File: src/rtl/mux3_rr_arbiter.sv
`default_nettype none
// ============================================================================
// Module   : mux3_rr_arbiter
// Brief    : Round-robin arbiter for three requesters sharing one 3-way path,
//            driving a registered one-hot grant and a 2-bit mux select.
// Revision : 1.0 - initial release
// ============================================================================
module mux3_rr_arbiter #(
    parameter int MAX_HOLD = 16,
    parameter int CNT_W    = 8
) (
    input  logic       clk,
    input  logic       rst,
    input  logic [2:0] req,
    input  logic       done,
    output logic [2:0] gnt,
    output logic [1:0] select,
    output logic       busy,
    output logic       timeout
);

    localparam logic [0:0]       c_ST_IDLE   = 1'b0;
    localparam logic [0:0]       c_ST_BUSY   = 1'b1;
    localparam logic [CNT_W-1:0] c_HOLD_LAST = CNT_W'(MAX_HOLD - 1);

    logic [0:0]       r_state, w_state_nxt;
    logic [CNT_W-1:0] r_cnt, w_cnt_nxt;
    logic [1:0]       r_last, w_last_nxt;
    logic [2:0]       r_gnt, w_gnt_nxt;
    logic [1:0]       r_select, w_select_nxt;
    logic             r_timeout, w_timeout_nxt;

    logic [1:0]       w_win;
    logic             w_owner_req;
    logic             w_hold_exp;

    // Search starts just after the previous winner, so it always ends up last.
    always_comb begin
        w_win = 2'd0;
        case (r_last)
            2'd0:    w_win = req[1] ? 2'd1 : (req[2] ? 2'd2 : 2'd0);
            2'd1:    w_win = req[2] ? 2'd2 : (req[0] ? 2'd0 : 2'd1);
            default: w_win = req[0] ? 2'd0 : (req[1] ? 2'd1 : 2'd2);
        endcase
    end

    assign w_owner_req = |(req & r_gnt);
    assign w_hold_exp  = (r_cnt == c_HOLD_LAST);

    always_ff @(posedge clk) begin
        if (rst) begin
            r_state   <= c_ST_IDLE;
            r_cnt     <= '0;
            r_last    <= 2'd2;
            r_gnt     <= 3'b000;
            r_select  <= 2'd0;
            r_timeout <= 1'b0;
        end else begin
            r_state   <= w_state_nxt;
            r_cnt     <= w_cnt_nxt;
            r_last    <= w_last_nxt;
            r_gnt     <= w_gnt_nxt;
            r_select  <= w_select_nxt;
            r_timeout <= w_timeout_nxt;
        end
    end

    always_comb begin
        w_state_nxt   = r_state;
        w_cnt_nxt     = r_cnt;
        w_last_nxt    = r_last;
        w_gnt_nxt     = r_gnt;
        w_select_nxt  = r_select;
        w_timeout_nxt = 1'b0;
        case (r_state)
            c_ST_IDLE: begin
                if (|req) begin
                    w_state_nxt  = c_ST_BUSY;
                    w_cnt_nxt    = '0;
                    w_last_nxt   = w_win;
                    w_gnt_nxt    = 3'b001 << w_win;
                    w_select_nxt = w_win;
                end
            end
            default: begin
                // done takes precedence, so a forced release only flags timeout when it alone fires.
                if (done || !w_owner_req || w_hold_exp) begin
                    w_state_nxt   = c_ST_IDLE;
                    w_gnt_nxt     = 3'b000;
                    w_timeout_nxt = !done && w_owner_req;
                end else begin
                    w_cnt_nxt = r_cnt + 1'b1;
                end
            end
        endcase
    end

    always_comb begin
        gnt     = r_gnt;
        select  = r_select;
        busy    = (r_state == c_ST_BUSY);
        timeout = r_timeout;
    end

endmodule
`default_nettype wire

File: config.mk
export PLATFORM = sky130hd
export DESIGN_NAME = mux3_rr_arbiter
export DESIGN_NICKNAME = d
export VERILOG_FILES = /design/src/rtl/mux3_rr_arbiter.sv
export SDC_FILE = /design/constraint.sdc
export NUM_CORES = 1
export LEC_CHECK = 0
export CAP_MARGIN = 40
export CORE_MARGIN = 1.5
export CORE_UTILIZATION = 30
export CTS_CLUSTER_SIZE = 20
export DETAILED_ROUTE_END_ITERATION = 7
export SLEW_MARGIN = 10
export SYNTH_ARGS = -nofsm -noshare
export SYNTH_HDL_FRONTEND = slang
export SYNTH_SLANG_ARGS = --single-unit
File: constraint.sdc
create_clock -name clk -period 2 [get_ports clk]
set_input_delay 0.5 -clock clk [delete_from_list [all_inputs] [get_ports clk]]
set_output_delay 0.5 -clock clk [all_outputs]
set_load 0.005 [all_outputs]
==> metrics, run 1 <==
post-synth top area share=36.89%; Final Instance Area=0.001124 sq mm; RSZ-0062 raised after global routing=no; number of buffers inserted during clock tree synthesis=3; area fraction in and, or, nand and nor cells after synthesis=29.97%; number of synthesized register bits=16; # port buffers=12; highest cell delay on the worst timing path=0.46 ns; via count of the first global-routing pass=828; cell with the most instances after synthesis=sky130_fd_sc_hd__dfxtp_1; TritonCTS clock tree=yes; clock transition time at the flip-flop clock pins of the worst setup and hold paths=0.08 ns; count of final setup violators=0; FFs w/ async S/R, synth=0%; data arrival time of the critical path=2.07 ns; time the final worst path needs with I/O delays and setup=1.865 ns; Layout Area Growth over Synthesis=29.40%; post-CTS repair timing setup buffer count=0; pin count of the biggest net entering global routing=9; nets in the synthesized netlist=113; class of the tightest hold or removal check=reg -> reg; core outline area=0.002758 sq mm; capture point of the worst path=gnt[1]; global placement routability congestion=0.8233; post-layout util=40.74%; starting density of the core=31.49%; nets=138; final count of hold timing violations=0; clk buf depth=2; row cnt=19; height of the die=56.80 um; Tot GR Track Use=14.08%; cell-by-cell listing of the critical path=clkdlybuf4s50_1 -> buf_4 -> or3b_2 -> a21oi_1 -> o21ai_0 -> o22ai_1; arithmetic-cell share of the synthesized area counting full adders, half adders and majority gates=1.441%; fraction of final layout cells with drive strength greater than 1=18.60%; area leader, netlist=sky130_fd_sc_hd__dfxtp_1; remaining antenna violation count after routing=0; part of the total power dissipated in combinational logic=21.4%; max-slew violation total from the final report=0; count of flip-flops with a built-in enable after synthesis=0; Synthesis Warnings=0; Slew @ Worst Pin=0.4192 ns; mux share of post-synthesis cell area=0%; outcome=finished clean; DIE AREA=0.003226 sq mm; Clock Tree Root=sky130_fd_sc_hd__clkbuf_4; Seq/Total Area, Yosys=36.89%; Critical path buffers and inverters=2; share of the synthesized netlist area taken by xor and xnor gates=0%; required arrival time at the worst endpoint=2.21 ns; post_cts resized=0; synth top area cells=sky130_fd_sc_hd__dfxtp_1, sky130_fd_sc_hd__nor2_1, sky130_fd_sc_hd__a21oi_1; synthesized instance count=106; FF-to-FF End=r_cnt[5]; share of the clock period used by the worst path after layout=93.25%; largest family of logic cells by synthesized area=simple AND/OR/NAND/NOR gates; DR vias/cell=5.569; skew final=0.007064 ns; top-level port count=13; maximum vdd drop=0.0002768 V; commonest cells in the synthesized netlist=sky130_fd_sc_hd__dfxtp_1, sky130_fd_sc_hd__nor2_1, sky130_fd_sc_hd__a21oi_1, sky130_fd_sc_hd__nor3_1; Crit Reg-Reg Startpoint=r_cnt[0]; Clock Latency Late Sink=0.28 ns; Final Routed Wirelength=2225 um; sequential power share=53.0%; Total Power=0.6509 mW; Post-Place Cell Area=0.001101 sq mm; number of remaining DRC errors=0; Achievable Freq=536.2 MHz; commonest register cell after synthesis=sky130_fd_sc_hd__dfxtp_1; power per cell area=579.3 mW/mm^2; startpoint kind of the worst setup timing path=input pin; Top Family by Delay on Critical Path=buffers and inverters; detailed-placement wirelength estimate=1722 um; clock share of power=25.5%; count of different cell masters after synthesis=45; total number of vias=891; worst-case reg-to-reg path depth=5; CP endpoint kind=flip-flop; NetSw=0.1788 mW; # Max-Cap Violations=0; slack of the worst reg-to-reg path=0.25 ns; x dimension of the die=56.80 um; routed wirelength normalized by instance count=13.91 um; number of antenna violations at the first check in global routing=0; Worst path slowest cell=sky130_fd_sc_hd__or3b_2; Synth Area per Inst=8.192 sq um; CTS Hold Buffers Added=0; first-pass GRT wire length=3677 um; length of the first detailed-routing pass in iterations=4; Int Power=0.4721 mW; worst-path fanout max=4; Switching Share=27.47%; starting DRC count in detailed routing=60; timing startpoint of the critical path=req[0]; compound-gate portion of the synthesized area=26.80%; Static Leakage=0.4063 nW; stages on the worst setup path=6; netlist area before placement=868.3 sq um; Worst Path Class, Setup=in -> reg; global route total overflow=0; worst rel slew slack=71.95%; count of inserted antenna diode cells=0; Sink Count=16; H-Tree Depth=1
-- placed cells by master, fill, tap and decap left out, types with 3 or more instances in the layout --
cell                              count
sky130_fd_sc_hd__a21oi_1              7
sky130_fd_sc_hd__buf_4               13
sky130_fd_sc_hd__clkbuf_4             3
sky130_fd_sc_hd__clkdlybuf4s50_1     12
sky130_fd_sc_hd__dfxtp_1             16
sky130_fd_sc_hd__inv_1                4
sky130_fd_sc_hd__nand2_1              5
sky130_fd_sc_hd__nand3_1              5
sky130_fd_sc_hd__nand4_1              3
sky130_fd_sc_hd__nor2_1              10
sky130_fd_sc_hd__nor3_1               7
sky130_fd_sc_hd__nor4_1               3
sky130_fd_sc_hd__o21ai_0              4
sky130_fd_sc_hd__o311ai_0             3
-- through the flow --
| step | instances | setup slack, ns | hold WS (ns) | setup TNS (ns) |
|---|---|---|---|---|
| 2_1_floorplan | 106 | 0.3499 | 0.4549 | 0 |
| 3_5_place_dp | 157 | -0.2510 | 0.4895 | -1.850 |
| 4_1_cts | 160 | 0.03712 | 0.5028 | 0 |
| 6_report | 160 | 0.1351 | 0.5012 | 0 |
| 3_3_place_gp | 157 | -0.2048 | 0.4823 | -1.527 |
| 5_1_grt | 160 | 0.01984 | 0.5173 | 0 |
-- layer usage --
metal	part of all wire, %	track usage (%)
met1	50	18.73
met2	46	23.59
met3	3.3	2.765
met4	0.85	2.990
met5	0	0
-- sequential cells by signal (all words and copies together), names as in the netlist --
register  count
r_last        2
select        1
busy          1
gnt           3
timeout       1
r_cnt         8
-- layout make-up --
cell class,instances,area [sq um]
Multi-Input combinational cell,80,505.5
Inverter,5,18.77
Fill cell,281,1634
Clock buffer,3,22.52
Timing Repair Buffer,25,217.7
Tap cell,31,38.79
Sequential cell,16,320.3
-- cells by family after synthesis --
logic type      after synthesis
compound gates               31
simple gates                 48
flops                        16
fa+ha+maj                     1
buf+inv                      10
-- power by group through the flow --
| stage | sequential [mW] | combinational, mW | clock (mW) |
|---|---|---|---|
| floorplan | 0.351 | 0.0664 | 0 |
| global placement | 0.352 | 0.136 | 0 |
| detailed placement | 0.353 | 0.137 | 0 |
| CTS | 0.345 | 0.138 | 0.176 |
| global route | 0.347 | 0.151 | 0.188 |
| finish | 0.345 | 0.140 | 0.166 |
-- tightest hold or removal path: cells and delay by family (launching register included) --
family	cells	cell delay [ns]
DFF	1	0.33
AOI/OAI and AO/OA	1	0.06
and+or+nand+nor	1	0.07
-- worst min path at each step --
| stage | startpoint | end | slack [ns] | cells past startpoint |
|---|---|---|---|---|
| CTS | gnt[1] | gnt[1] | 0.50 | 2 |
| global placement | r_last[0] | r_last[0] | 0.48 | 2 |
| detailed placement | select[1] | select[1] | 0.49 | 2 |
| global route | gnt[1] | gnt[1] | 0.52 | 2 |
| finish | gnt[1] | gnt[1] | 0.50 | 2 |
| floorplan | r_last[0] | r_last[0] | 0.45 | 2 |
No activity file was read; power rests on OpenSTA's default activity.
==> inputs of run 2 (changes only) <==
Settings changed: CORE_UTILIZATION 30 to 51, PLACE_DENSITY from default to 0.76.
==> run 2 against run 1 <==
Global-route usage grew 11 points. Wire length decreased by 1.2%. Die area shrank 39%. Hold slack got worse by 0.0019 ns. Final cell count is 9.4% lower. Clock skew fell by 0.0061 ns. Total power increased by 7.6%. Clock-buffer cell count is 1 higher. Critical path depth is 5 lower. Critical path type is now reg -> out.
==> metrics, run 2 (synthesis results as in run 1) <==
outcome=finished clean (unchanged); data arrival time of the critical path=1.37 ns (was 2.07 ns); most frequent standard cell in the layout excluding fill and tap cells=sky130_fd_sc_hd__dfxtp_1 (unchanged); maximum vdd drop=0.0004804 V (was 0.0002768 V); Top Family by Delay on Critical Path=buffers and inverters (unchanged); startpoint kind of the worst setup timing path=flip-flop (was input pin); number of buffers inserted during clock tree synthesis=3 (unchanged); Sink Count=16 (unchanged); # Max-Cap Violations=0 (unchanged); via count of the first global-routing pass=838 (was 828); TritonCTS clock tree=yes (unchanged); Tot GR Track Use=24.98% (was 14.08%); pin count of the biggest net entering global routing=10 (was 9); length of the first detailed-routing pass in iterations=4 (unchanged); DR vias/cell=6.297 (was 5.569); Static Leakage=0.4090 nW (was 0.4063 nW); Biggest register=r_cnt (unchanged); skew final=0.001010 ns (was 0.007064 ns); DIE AREA=0.001959 sq mm (was 0.003226 sq mm); count of inserted antenna diode cells=0 (unchanged); Critical path buffers and inverters=1 (was 2); Post-Place Cell Area=0.001075 sq mm (was 0.001101 sq mm); post-CTS repair timing setup buffer count=0 (unchanged); starting density of the core=56.33% (was 31.49%); CTS Hold Buffers Added=0 (unchanged); class of the tightest hold or removal check=reg -> reg (unchanged); fraction of final layout cells with drive strength greater than 1=18.60% (unchanged); nets=137 (was 138); number of antenna violations at the first check in global routing=0 (unchanged); row cnt=14 (was 19); RSZ-0062 raised after global routing=no (unchanged); core outline area=0.001541 sq mm (was 0.002758 sq mm); Final WS setup=0.1321 ns (was 0.1351 ns); worst rel slew slack=75.14% (was 71.95%); share of the clock period used by the worst path after layout=93.40% (was 93.25%); Worst Path Class, Setup=reg -> out (was in -> reg); H-Tree Depth=1 (unchanged); global placement routability congestion=0.8195 (was 0.8233); Clock Tree Root=sky130_fd_sc_hd__clkbuf_4 (unchanged); time the final worst path needs with I/O delays and setup=1.868 ns (was 1.865 ns); starting DRC count in detailed routing=34 (was 60); clk buf depth=2 (unchanged); remaining antenna violation count after routing=0 (unchanged); clock transition time at the flip-flop clock pins of the worst setup and hold paths=0.09 ns (was 0.08 ns); Worst path slowest cell=sky130_fd_sc_hd__clkdlybuf4s50_1 (was sky130_fd_sc_hd__or3b_2); max-slew violation total from the final report=0 (unchanged); highest cell delay on the worst timing path=0.56 ns (was 0.46 ns); power per cell area=630.4 mW/mm^2 (was 579.3 mW/mm^2); required arrival time at the worst endpoint=1.50 ns (was 2.21 ns); worst-path fanout max=7 (was 4); total number of vias=913 (was 891); Final Instance Area=0.001111 sq mm (was 0.001124 sq mm); CP endpoint kind=output pin (was flip-flop); # port buffers=12 (unchanged); flip-flop count of the largest register after layout=8 (unchanged); most used cells in the layout excluding fill and tap cells=sky130_fd_sc_hd__dfxtp_1, sky130_fd_sc_hd__clkdlybuf4s50_1, sky130_fd_sc_hd__buf_4 (was sky130_fd_sc_hd__dfxtp_1, sky130_fd_sc_hd__buf_4, sky130_fd_sc_hd__clkdlybuf4s50_1); height of the die=44.26 um (was 56.80 um); minimum setup slack after placement=-0.2187 ns (was -0.2510 ns); cell-by-cell listing of the critical path=clkdlybuf4s50_1 (was clkdlybuf4s50_1 -> buf_4 -> or3b_2 -> a21oi_1 -> o21ai_0 -> o22ai_1); Final Routed Wirelength=2198 um (was 2225 um); detailed-placement wirelength estimate=1714 um (was 1722 um); final count of hold timing violations=0 (unchanged); top-level port count=13 (unchanged); number of remaining DRC errors=0 (unchanged); Layout Area Growth over Synthesis=27.95% (was 29.40%); hold_ws=0.4993 ns (was 0.5012 ns); first-pass GRT wire length=3560 um (was 3677 um); routed wirelength normalized by instance count=15.16 um (was 13.91 um); x dimension of the die=44.26 um (was 56.80 um); Slew @ Worst Pin=0.3728 ns (was 0.4192 ns); Achievable Freq=535.4 MHz (was 536.2 MHz); Clock Latency Late Sink=0.29 ns (was 0.28 ns); global route total overflow=0 (unchanged); Total Power=0.7004 mW (was 0.6509 mW); count of final setup violators=0 (unchanged)
==> run 2: cell count changes in the layout (fill, tap and decap cells not counted) <==
cell / delta
sky130_fd_sc_hd__clkbuf_8: +1
sky130_fd_sc_hd__buf_4: -1
==> run 2: what timing repair did <==
action / 4_1_cts / 5_1_grt
setup endpoints to repair: 0 / 3
hold endpoints to repair: 0 / 0
resized for setup: 0 / 1
==> run 2: tightest hold or removal path: stages (launching register included) <==
cell and delay (ns):
sky130_fd_sc_hd__dfxtp_1 0.34, sky130_fd_sc_hd__nand3_1 0.07, sky130_fd_sc_hd__o22ai_1 0.06
==> run 2: path summary, 6_finish.rpt <==
kind	start	end	slack (ns)	cells after the start
max	busy	busy	0.13	1
min	gnt[1]	gnt[1]	0.50	2
max reg2reg	r_cnt[0]	r_cnt[4]	0.25	5
min reg2reg	gnt[1]	gnt[1]	0.50	2
==> run 2: layout make-up <==
class | instances | area (sq um)
clock buffer | 4 | 36.28
fill | 124 | 430.4
inverter | 5 | 18.77
multi-input combinational | 80 | 505.5
sequential | 16 | 320.3
tap | 16 | 20.02
timing repair buffer | 24 | 210.2
==> run 2: stage by stage <==
| stage | TNS (ns) | util, % | std cells |
|---|---|---|---|
| floorplan | 0 | - | 106 |
| global placement | -1.369 | 69.72 | 141 |
| detailed placement | -1.756 | 69.72 | 141 |
| CTS | 0 | 72.08 | 145 |
| global route | 0 | 72.08 | 145 |
| finish | 0 | 72.08 | 145 |
==> run 2: per-layer routing <==
| metal | vias up | wire (um) | GRT usage [%] |
|---|---|---|---|
| met4 | 0 | 44 | 13.33 |
| met2 | 35 | 999 | 37.65 |
| met5 | - | 0 | 0 |
| met1 | 418 | 1022 | 32.83 |
| met3 | 8 | 131 | 6.122 |
| li1 | 452 | - | - |
==> run 2: power by group <==
part | switching (mW) | internal, mW
Clock | 0.108 | 0.111
Combinational | 0.0665 | 0.0686
Sequential | 0.0150 | 0.331
Total | 0.190 | 0.511
